==> src/rtl/stmt_trace_buffer.sv <==
// Statement-hit trace buffer: per-channel pending capture, round-robin arbitration into a circular
// trace FIFO, breakpoint match with halt/resume. Optional macro STMT_TRACE_WRAP_EN: overwrite oldest on full.
module stmt_trace_buffer #(
    parameter int NUM_CH = 4,
    parameter int STMT_W = 16,
    parameter int INST_W = 16,
    parameter logic [INST_W-1:0] INSTANCE_ID = '0,
    parameter int DEPTH = 16,
    parameter int NUM_BP = 2,
    localparam int CH_W  = (NUM_CH > 1) ? $clog2(NUM_CH) : 1,
    localparam int BP_W  = (NUM_BP > 1) ? $clog2(NUM_BP) : 1,
    localparam int ENT_W = INST_W + CH_W + STMT_W,
    localparam int CNT_W = $clog2(DEPTH + 1),
    localparam int PTR_W = $clog2(DEPTH)
) (
    input  logic                     clk,
    input  logic                     rst_n,
    input  logic                     trace_en,
    input  logic [NUM_CH-1:0]        hit_valid,
    input  logic [NUM_CH*STMT_W-1:0] hit_stmt,
    input  logic                     bp_wr,
    input  logic [BP_W-1:0]          bp_idx,
    input  logic                     bp_en,
    input  logic [CH_W-1:0]          bp_ch,
    input  logic [STMT_W-1:0]        bp_stmt,
    input  logic                     resume,
    output logic                     halt,
    output logic [BP_W-1:0]          halt_bp,
    output logic                     rd_valid,
    input  logic                     rd_ready,
    output logic [ENT_W-1:0]         rd_data,
    output logic [CNT_W-1:0]         count,
    output logic                     overflow,
    input  logic                     clr_ovf
);

    typedef enum logic [0:0] {ST_RUN = 1'b0, ST_HALT = 1'b1} halt_state_e;

    logic [NUM_CH-1:0] pend_valid_q, pend_valid_d;
    logic [STMT_W-1:0] pend_stmt_q [NUM_CH];
    logic [NUM_CH-1:0] pend_load_s, pend_drop_s;
    logic [CH_W-1:0]   rr_ptr_q, rr_ptr_d;

    logic              gnt_valid_s;
    logic [CH_W-1:0]   gnt_ch_s;
    logic [NUM_CH-1:0] gnt_oh_s;
    logic [STMT_W-1:0] gnt_stmt_s;
    logic [ENT_W-1:0]  gnt_entry_s;

    logic [ENT_W-1:0]  mem_q [DEPTH];
    logic [PTR_W-1:0]  wr_ptr_q, wr_ptr_d, rd_ptr_q, rd_ptr_d;
    logic [CNT_W-1:0]  count_q, count_d;
    logic              rd_valid_q, rd_valid_d;
    logic              pop_s, fifo_full_s, mem_we_s, fifo_drop_s, grow_s, shrink_s;
    logic              ovf_q, ovf_d;

    logic              bp_en_q   [NUM_BP];
    logic [CH_W-1:0]   bp_ch_q   [NUM_BP];
    logic [STMT_W-1:0] bp_stmt_q [NUM_BP];
    logic              bp_match_s;
    logic [BP_W-1:0]   bp_match_idx_s;

    halt_state_e       state_q;
    logic [BP_W-1:0]   halt_bp_q;

    // Round-robin grant: first full pending register at or after the pointer.
    always_comb begin
        int unsigned idx_v;
        gnt_valid_s = 1'b0;
        gnt_ch_s    = '0;
        idx_v       = 0;
        for (int i = 0; i < NUM_CH; i++) begin
            idx_v = (int'(rr_ptr_q) + i) % NUM_CH;
            if (!gnt_valid_s && pend_valid_q[CH_W'(idx_v)]) begin
                gnt_valid_s = 1'b1;
                gnt_ch_s    = CH_W'(idx_v);
            end else begin
                gnt_valid_s = gnt_valid_s;
            end
        end
    end

    // Granted channel decode, entry formation and pointer advance.
    always_comb begin
        gnt_oh_s = '0;
        for (int c = 0; c < NUM_CH; c++) begin
            gnt_oh_s[c] = gnt_valid_s && (gnt_ch_s == CH_W'(c));
        end
        gnt_stmt_s  = pend_stmt_q[gnt_ch_s];
        gnt_entry_s = {INSTANCE_ID, gnt_ch_s, gnt_stmt_s};
        if (!gnt_valid_s) begin
            rr_ptr_d = rr_ptr_q;
        end else if (gnt_ch_s == CH_W'(NUM_CH - 1)) begin
            rr_ptr_d = '0;
        end else begin
            rr_ptr_d = gnt_ch_s + CH_W'(1);
        end
    end

    // Pending capture: a slot being granted this cycle may accept a new hit.
    always_comb begin
        pend_valid_d = pend_valid_q;
        pend_load_s  = '0;
        pend_drop_s  = '0;
        for (int c = 0; c < NUM_CH; c++) begin
            if (trace_en && hit_valid[c]) begin
                if (pend_valid_q[c] && !gnt_oh_s[c]) begin
                    pend_drop_s[c] = 1'b1;
                end else begin
                    pend_load_s[c]  = 1'b1;
                    pend_valid_d[c] = 1'b1;
                end
            end else if (gnt_oh_s[c]) begin
                pend_valid_d[c] = 1'b0;
            end else begin
                pend_valid_d[c] = pend_valid_q[c];
            end
        end
    end

    assign pop_s       = rd_valid_q && rd_ready;
    assign fifo_full_s = (count_q == CNT_W'(DEPTH));

    // FIFO pointer and occupancy update, including the full-without-pop policy.
    always_comb begin
        wr_ptr_d    = wr_ptr_q;
        rd_ptr_d    = rd_ptr_q;
        mem_we_s    = 1'b0;
        fifo_drop_s = 1'b0;
        if (pop_s) begin
            rd_ptr_d = rd_ptr_q + PTR_W'(1);
        end else begin
            rd_ptr_d = rd_ptr_q;
        end
        if (gnt_valid_s) begin
            if (!fifo_full_s || pop_s) begin
                mem_we_s = 1'b1;
                wr_ptr_d = wr_ptr_q + PTR_W'(1);
            end else begin
`ifdef STMT_TRACE_WRAP_EN
                mem_we_s    = 1'b1;
                wr_ptr_d    = wr_ptr_q + PTR_W'(1);
                rd_ptr_d    = rd_ptr_q + PTR_W'(1);
                fifo_drop_s = 1'b1;
`else
                fifo_drop_s = 1'b1;
`endif
            end
        end else begin
            mem_we_s = 1'b0;
        end
        grow_s   = mem_we_s && !pop_s && !fifo_full_s;
        shrink_s = pop_s && !mem_we_s;
        if (grow_s) begin
            count_d = count_q + CNT_W'(1);
        end else if (shrink_s) begin
            count_d = count_q - CNT_W'(1);
        end else begin
            count_d = count_q;
        end
        rd_valid_d = (count_d != CNT_W'(0));
    end

    // Sticky overflow: a drop in the same cycle beats a clear.
    always_comb begin
        if ((|pend_drop_s) || fifo_drop_s) begin
            ovf_d = 1'b1;
        end else if (clr_ovf) begin
            ovf_d = 1'b0;
        end else begin
            ovf_d = ovf_q;
        end
    end

    // Breakpoint comparators; descending scan leaves the lowest matching index.
    always_comb begin
        bp_match_s     = 1'b0;
        bp_match_idx_s = '0;
        for (int b = NUM_BP - 1; b >= 0; b--) begin
            if (bp_en_q[b] && (bp_ch_q[b] == gnt_ch_s) && (bp_stmt_q[b] == gnt_stmt_s)) begin
                bp_match_s     = 1'b1;
                bp_match_idx_s = BP_W'(b);
            end else begin
                bp_match_s = bp_match_s;
            end
        end
    end

    // Capture, arbitration and FIFO state.
    always_ff @(posedge clk or negedge rst_n) begin
        if (!rst_n) begin
            pend_valid_q <= '0;
            rr_ptr_q     <= '0;
            wr_ptr_q     <= '0;
            rd_ptr_q     <= '0;
            count_q      <= '0;
            rd_valid_q   <= 1'b0;
            ovf_q        <= 1'b0;
            for (int c = 0; c < NUM_CH; c++) begin
                pend_stmt_q[c] <= '0;
            end
            for (int d = 0; d < DEPTH; d++) begin
                mem_q[d] <= '0;
            end
        end else begin
            pend_valid_q <= pend_valid_d;
            rr_ptr_q     <= rr_ptr_d;
            wr_ptr_q     <= wr_ptr_d;
            rd_ptr_q     <= rd_ptr_d;
            count_q      <= count_d;
            rd_valid_q   <= rd_valid_d;
            ovf_q        <= ovf_d;
            for (int c = 0; c < NUM_CH; c++) begin
                if (pend_load_s[c]) begin
                    pend_stmt_q[c] <= hit_stmt[c*STMT_W +: STMT_W];
                end
            end
            if (mem_we_s) begin
                mem_q[wr_ptr_q] <= gnt_entry_s;
            end
        end
    end

    // Breakpoint slot registers; indices beyond NUM_BP match no slot.
    always_ff @(posedge clk or negedge rst_n) begin
        if (!rst_n) begin
            for (int b = 0; b < NUM_BP; b++) begin
                bp_en_q[b]   <= 1'b0;
                bp_ch_q[b]   <= '0;
                bp_stmt_q[b] <= '0;
            end
        end else begin
            for (int b = 0; b < NUM_BP; b++) begin
                if (bp_wr && (bp_idx == BP_W'(b))) begin
                    bp_en_q[b]   <= bp_en;
                    bp_ch_q[b]   <= bp_ch;
                    bp_stmt_q[b] <= bp_stmt;
                end
            end
        end
    end

    // Halt handshake FSM; compares only run while not halted and not resuming.
    always_ff @(posedge clk or negedge rst_n) begin
        if (!rst_n) begin
            state_q   <= ST_RUN;
            halt_bp_q <= '0;
        end else begin
            case (state_q)
                ST_RUN: begin
                    if (gnt_valid_s && bp_match_s) begin
                        state_q   <= ST_HALT;
                        halt_bp_q <= bp_match_idx_s;
                    end else begin
                        state_q   <= ST_RUN;
                    end
                end
                ST_HALT: begin
                    if (resume) begin
                        state_q <= ST_RUN;
                    end else begin
                        state_q <= ST_HALT;
                    end
                end
                default: begin
                    state_q <= ST_RUN;
                end
            endcase
        end
    end

    assign halt     = (state_q == ST_HALT);
    assign halt_bp  = halt_bp_q;
    assign rd_valid = rd_valid_q;
    assign rd_data  = mem_q[rd_ptr_q];
    assign count    = count_q;
    assign overflow = ovf_q;

endmodule

==> config.mk <==
export PLATFORM = sky130hd
export DESIGN_NAME = stmt_trace_buffer
export DESIGN_NICKNAME = d
export VERILOG_FILES = /design/src/rtl/stmt_trace_buffer.sv
export SDC_FILE = /design/constraint.sdc
export NUM_CORES = 1
export LEC_CHECK = 0
export BUFFER_PORTS_ARGS = -buffer_cell sky130_fd_sc_hd__buf_2
export CELL_PAD_IN_SITES_DETAIL_PLACEMENT = 1
export CELL_PAD_IN_SITES_GLOBAL_PLACEMENT = 2
export CORE_ASPECT_RATIO = 0.8
export CORE_MARGIN = 3
export CORE_UTILIZATION = 43
export CTS_CLUSTER_SIZE = 10
export DETAILED_ROUTE_END_ITERATION = 10
export PLACE_DENSITY = 0.93
export SLEW_MARGIN = 20
export SYNTH_ARGS = -nofsm -noshare
export SYNTH_HDL_FRONTEND = slang
export SYNTH_SLANG_ARGS = --single-unit
==> constraint.sdc <==
create_clock -name clk -period 10 [get_ports clk]
set_clock_uncertainty 0.1 [all_clocks]
set_input_delay 3 -clock clk [delete_from_list [all_inputs] [get_ports clk]]
set_output_delay 3 -clock clk [all_outputs]
set_load 0.005 [all_outputs]
# ---- Word level (Yosys, flattened, before mapping)
# Cells that the tools add are included.
dict set report classes {
  n_div 0
  n_lt_le_gt_ge 8
  shifts 0
  addsub 8
  bitwise_logic 5
  reduce_logical 53
  n_eq_ne 12
  mul 0
  mux 68
}
# cell n
set ops {}
lappend ops {{544-bit bitwise mux} 1}
lappend ops {{34-bit binary-select mux with 4-bit select} 1}
lappend ops {{34-bit demux with 4-bit select} 1}
lappend ops {{34-bit 2-to-1 mux} 3}
lappend ops {{1-bit 2-to-1 mux} 47}
lappend ops {{16-bit binary-select mux with 2-bit select} 1}
lappend ops {{16-bit == test} 2}
lappend ops {{16-bit 2-to-1 mux} 2}
lappend ops {{1-bit logical AND} 27}
lappend ops {{2-bit by 3-bit < comparator with 1-bit output, second input constant} 4}
lappend ops {{2-bit AND reduction} 6}
lappend ops {{5-bit >= comparator, second input constant} 2}
lappend ops {{1-bit zero test} 10}
lappend ops {{2-bit 2-to-1 mux} 5}
lappend ops {{5-bit 2-to-1 mux} 2}
lappend ops {{4-bit inverter with 5-bit output} 2}
lappend ops {{2-bit nonzero test} 5}
lappend ops {{4-bit by 1-bit adder with 4-bit output, second input constant} 2}
lappend ops {{1-bit binary-select mux with 2-bit select} 4}
lappend ops {{2-bit inequality test, second input constant} 4}
lappend ops {{5-bit by 1-bit adder with 5-bit output, second input constant} 1}
lappend ops {{5-bit == test, second input constant} 1}
lappend ops {{5-bit by 1-bit < comparator with 1-bit output, second input constant} 1}
lappend ops {{5-bit nonzero test} 1}
lappend ops {{other kinds (13)} 19}
dict set report word_totals {
  mem_bits_ro 0
  in_bits 95
  ram_bits 0
  reg_bits 669
  out_inout_bits 43
  mem_count 0
  latch_bits 0
}

# ---- Depth between registers and ports, before layout
dict set report depth {
  ltp_word 23
  ltp_mapped 13
  ltp_nobuf 10
}

# ---- Worst setup path before layout
# No wires, ideal clock.
dict set report synth_timing {
  path_type {register to output}
  startpoint {register rd_ptr_q[0]}
  endpoint {output port rd_data[0]}
  n_path_buf 2
  t_arrival_ps 1991
  setup_slack_ps 4909
  path_stages_with_launch 6
  path_cell_list {dfrtp_1 clkbuf_1 buf_1 mux4_2 a22oi_1 nand2_1}
}
dict set report synth_between {
  elab_chain_cells 4
}
# item line
set synth_lines {}
lappend synth_lines {{start: declaration} 51} ;# logic [PTR_W-1:0] wr_ptr_q, wr_ptr_d, rd_ptr_q, rd_ptr_d;
lappend synth_lines {{start signal: assignment} 209} ;# rd_ptr_q <= rd_ptr_d;
lappend synth_lines {{4-bit inverter with 5-bit output (not written as such)} 275} ;# assign rd_data = mem_q[rd_ptr_q];
lappend synth_lines {{34-bit binary-select mux with 4-bit select} 275}
lappend synth_lines {{34-bit 2-to-1 mux (not written as such) (2 in series)} 275}
lappend synth_lines {{end: declaration} 31} ;# output logic [ENT_W-1:0] rd_data,
# No other way between the ends. The select of a mux whose other input is x is not followed.

# ---- Worst setup path in the final report
dict set report layout_timing {
  startpoint {register rd_ptr_q[0]}
  endpoint {output port rd_data[4]}
}
# The elaborated chain is that of the path after synthesis.

==> impl_results.md <==
* Status: finished clean
* Final min period at around 6.7 ns
* Clock network fraction of design power at about 18%
* Setup repair bufs after CTS at 0
* Maximum number of pins on one net before global-route repair at about 160
* Clk root buf: clkbuf_16
* Max-slew violations at 0
* 1st-pass router iterations at 5
* Core Area at ~0.043 mm2
* Relative slew margins at around a quarter
* GRT overflow at 0
* Register area share after synthesis at approximately 55%
* Yosys cell types at between 50 and 60
* Antenna violations before repair at 2
* Peak VDD IR at between 0.0002 and 0.00025 V
* Final-report setup violation count at 0
* Synthesized cell area at around 0.019 mm2
* Worst-Margin Slew at about 1.1 ns
* Initial core utilization at about 44%
* Wirelength, routed at between 50000 and 60000 um
* Remaining DRCs at 0
* Post-synth top area cell: dfrtp_1
* Setup CP Type: flip-flop to primary output
* Startpoint Class: flip-flop
* Hold Vio Cnt, Final at 0
* Setup TNS at 0 ns
* Finished layout cell area at about 0.021 mm2
* Longest Clk Path Bufs at 3
* Power per cell area at just under 400 mW/mm2
* Synthesis-to-layout area growth at 11.5%
* Arrival time worst endpoint at ~3.6 ns
* CTS tree: yes
* Placed inst area at between 0.015 and 0.02 mm2
* Worst Setup End Kind: primary output
* Routed Antenna Nets at 0
* Wire length per cell at between 20 and 25 um
* EDFF count, synth at 0
* Worst-Skew Late Latency at about 0.56 ns
* Post-layout util at 49.3%
* CTS Hold Bufs at 0
* I/O Buffers at ~120
* Clock slew seen by the registers of the worst setup and hold paths at roughly 0.060 ns
* Final WS setup at about 3.3 ns
* Final nets at ~1900
* Asr flop ratio synth at 100%
* Leak pwr at 9.54 nW
* MaxCap Viol Count at 0
* Yosys warning count at 0
* CP Max Fanout at 55
* Clk sinks at about 410
* Most common cell after layout, fill and taps aside: dfrtp_1
* I/O pin count at about 140
* Switching Share at between 40% and 50%
* RSZ-0062 raised after global routing: false
* Commonest non-fill, non-tap cells in the layout: dfrtp_1 (410), nand2_1 (358), o21ai_0 (335)
* Tcrit/Tclk final at 67.2%
* CTS resizes at 0
* Power share of the combinational group at between 40% and 50%
* First-pass GRT wire length at around 85000 um
* GPL Wtd Cong at 0.771
* DP Worst Slack at just under 4 ns
* Detail-routed via count per cell at between 5 and 6
* Via count at between 10000 and 15000
* Die W at about 240 um
* Reg power frac at between 30% and 40%
* Worst min-delay path category: flip-flop to flip-flop
* Flops & latches, synth at 413
* Die height at just under 200 um
* Synth area leaders: dfrtp_1 (55%), o21ai_0 (8.9%), nand2_1 (7.3%)
* FP Rows at 67
* Total die area at 0.0462 mm2
* Sw Pwr at approximately 3.6 mW
* Synth Instances at approximately 1700
* Share of cells above drive strength 1 at between 20% and 30%
* Int Power at 4.62 mW
* Post-synth top area share at between 50% and 60%
* HPWL after DPL at around 34000 um
* Iter 0 DRT Violations at between 800 and 900
* Top_reg_cell synth: dfrtp_1
* CTS buffer count at 47
* H-tree depth at 2
* Synth Area per Inst at approximately 11 um2
* CP Data Required Time at about 6.9 ns
* Total GRT Usage at 23.8%
* Fmax at ~150 MHz
* Vias in the first global route at about 15000
[routing by layer]
metal,share of wire [%],global-route usage (%),vias to the layer above
met3,4.4,3.86,73
met2,48,40.3,229
met1,45,32.0,7075
li1,-,-,6145
met4,2.3,6.42,0
met5,0,0,-
[flip-flops by register name, summed over array words and instances, names as in the netlist, 4 cells and up]
signal and count:
bp_ch_q 4, bp_stmt_q 32, rd_ptr_q 4, wr_ptr_q 4, pend_valid_q 4, pend_stmt_q 64
mem_q 288, count 5
[power groups by stage]
stage	sequential [mW]	clock (mW)	combinational, mW
after floorplan	2.70	0	2.77
after global placement	2.88	0	3.61
after detailed placement	2.92	0	3.77
after CTS	2.91	1.52	3.81
after global routing	3.01	1.60	4.21
final	2.91	1.49	3.79
[worst max-delay path, stage by stage, from the launching register on]
cell     delay (ns)
dfrtp_4        1.05
buf_4          0.77
mux2_2         0.41
o21ai_0        0.14
a21oi_1        0.09
o21ai_0        0.24
nand2_1        0.09
buf_2          0.13
[path summary, 6_finish.rpt]
check / slack, ns / end / depth (start not counted) / start
setup / recovery: 3.28 / rd_data[4] / 7 / rd_ptr_q[0]
hold / removal: 0.38 / mem_q[46] / 2 / mem_q[46]
setup reg to reg: 5.84 / halt_bp / 11 / rr_ptr_q[1]
hold reg to reg: 0.38 / mem_q[46] / 2 / mem_q[46]
max in group asynchronous: 5.94 / mem_q[107] / 2 / rst_n
min in group asynchronous: 2.44 / count[2] / 1 / rst_n
[layout make-up]
| class | count | area [um2] |
|---|---|---|
| fill | 4580 | 21600 |
| sequential | 413 | 10300 |
| multi-input combinational | 1186 | 7780 |
| clock buffer | 50 | 1210 |
| antenna | 2 | 5.00 |
| clock inverter | 3 | 33.8 |
| inverter | 13 | 51.3 |
| timing repair buffer | 145 | 821 |
| tap | 552 | 691 |
[kinds of logic after synthesis]
| family | after synthesis | share of synthesized area (%) |
|---|---|---|
| other | 1 | 0.0200 |
| DFF | 413 | 55.0 |
| AOI/OAI and AO/OA | 439 | 13.3 |
| and+or+nand+nor | 471 | 10.8 |
| buffers and inverters | 161 | 3.95 |
| xor gates and xnor gates | 36 | 1.68 |
| muxes | 213 | 14.5 |
| adders and majority gates | 11 | 0.733 |
[cells in the mapped netlist (all sizes together) (18+ instances only)]
| cell type | count |
|---|---|
| a211oi | 19 |
| a21oi | 25 |
| a221oi | 18 |
| a22oi | 20 |
| and3 | 21 |
| buf | 55 |
| clkbuf | 93 |
| dfrtp | 413 |
| mux2 | 118 |
| mux2i | 59 |
| mux4 | 36 |
| nand2 | 366 |
| o21ai | 335 |
| xnor2 | 32 |
[metrics by stage]
stage	power, mW	hold slack (ns)	instances
after floorplan	5.47	0.344	1760
after global placement	6.49	0.357	2309
after detailed placement	6.70	0.368	2309
after CTS	8.24	0.381	2362
after global routing	8.82	0.402	2364
final	8.20	0.376	2364
Note: power is estimated with default switching activity, not from simulation.
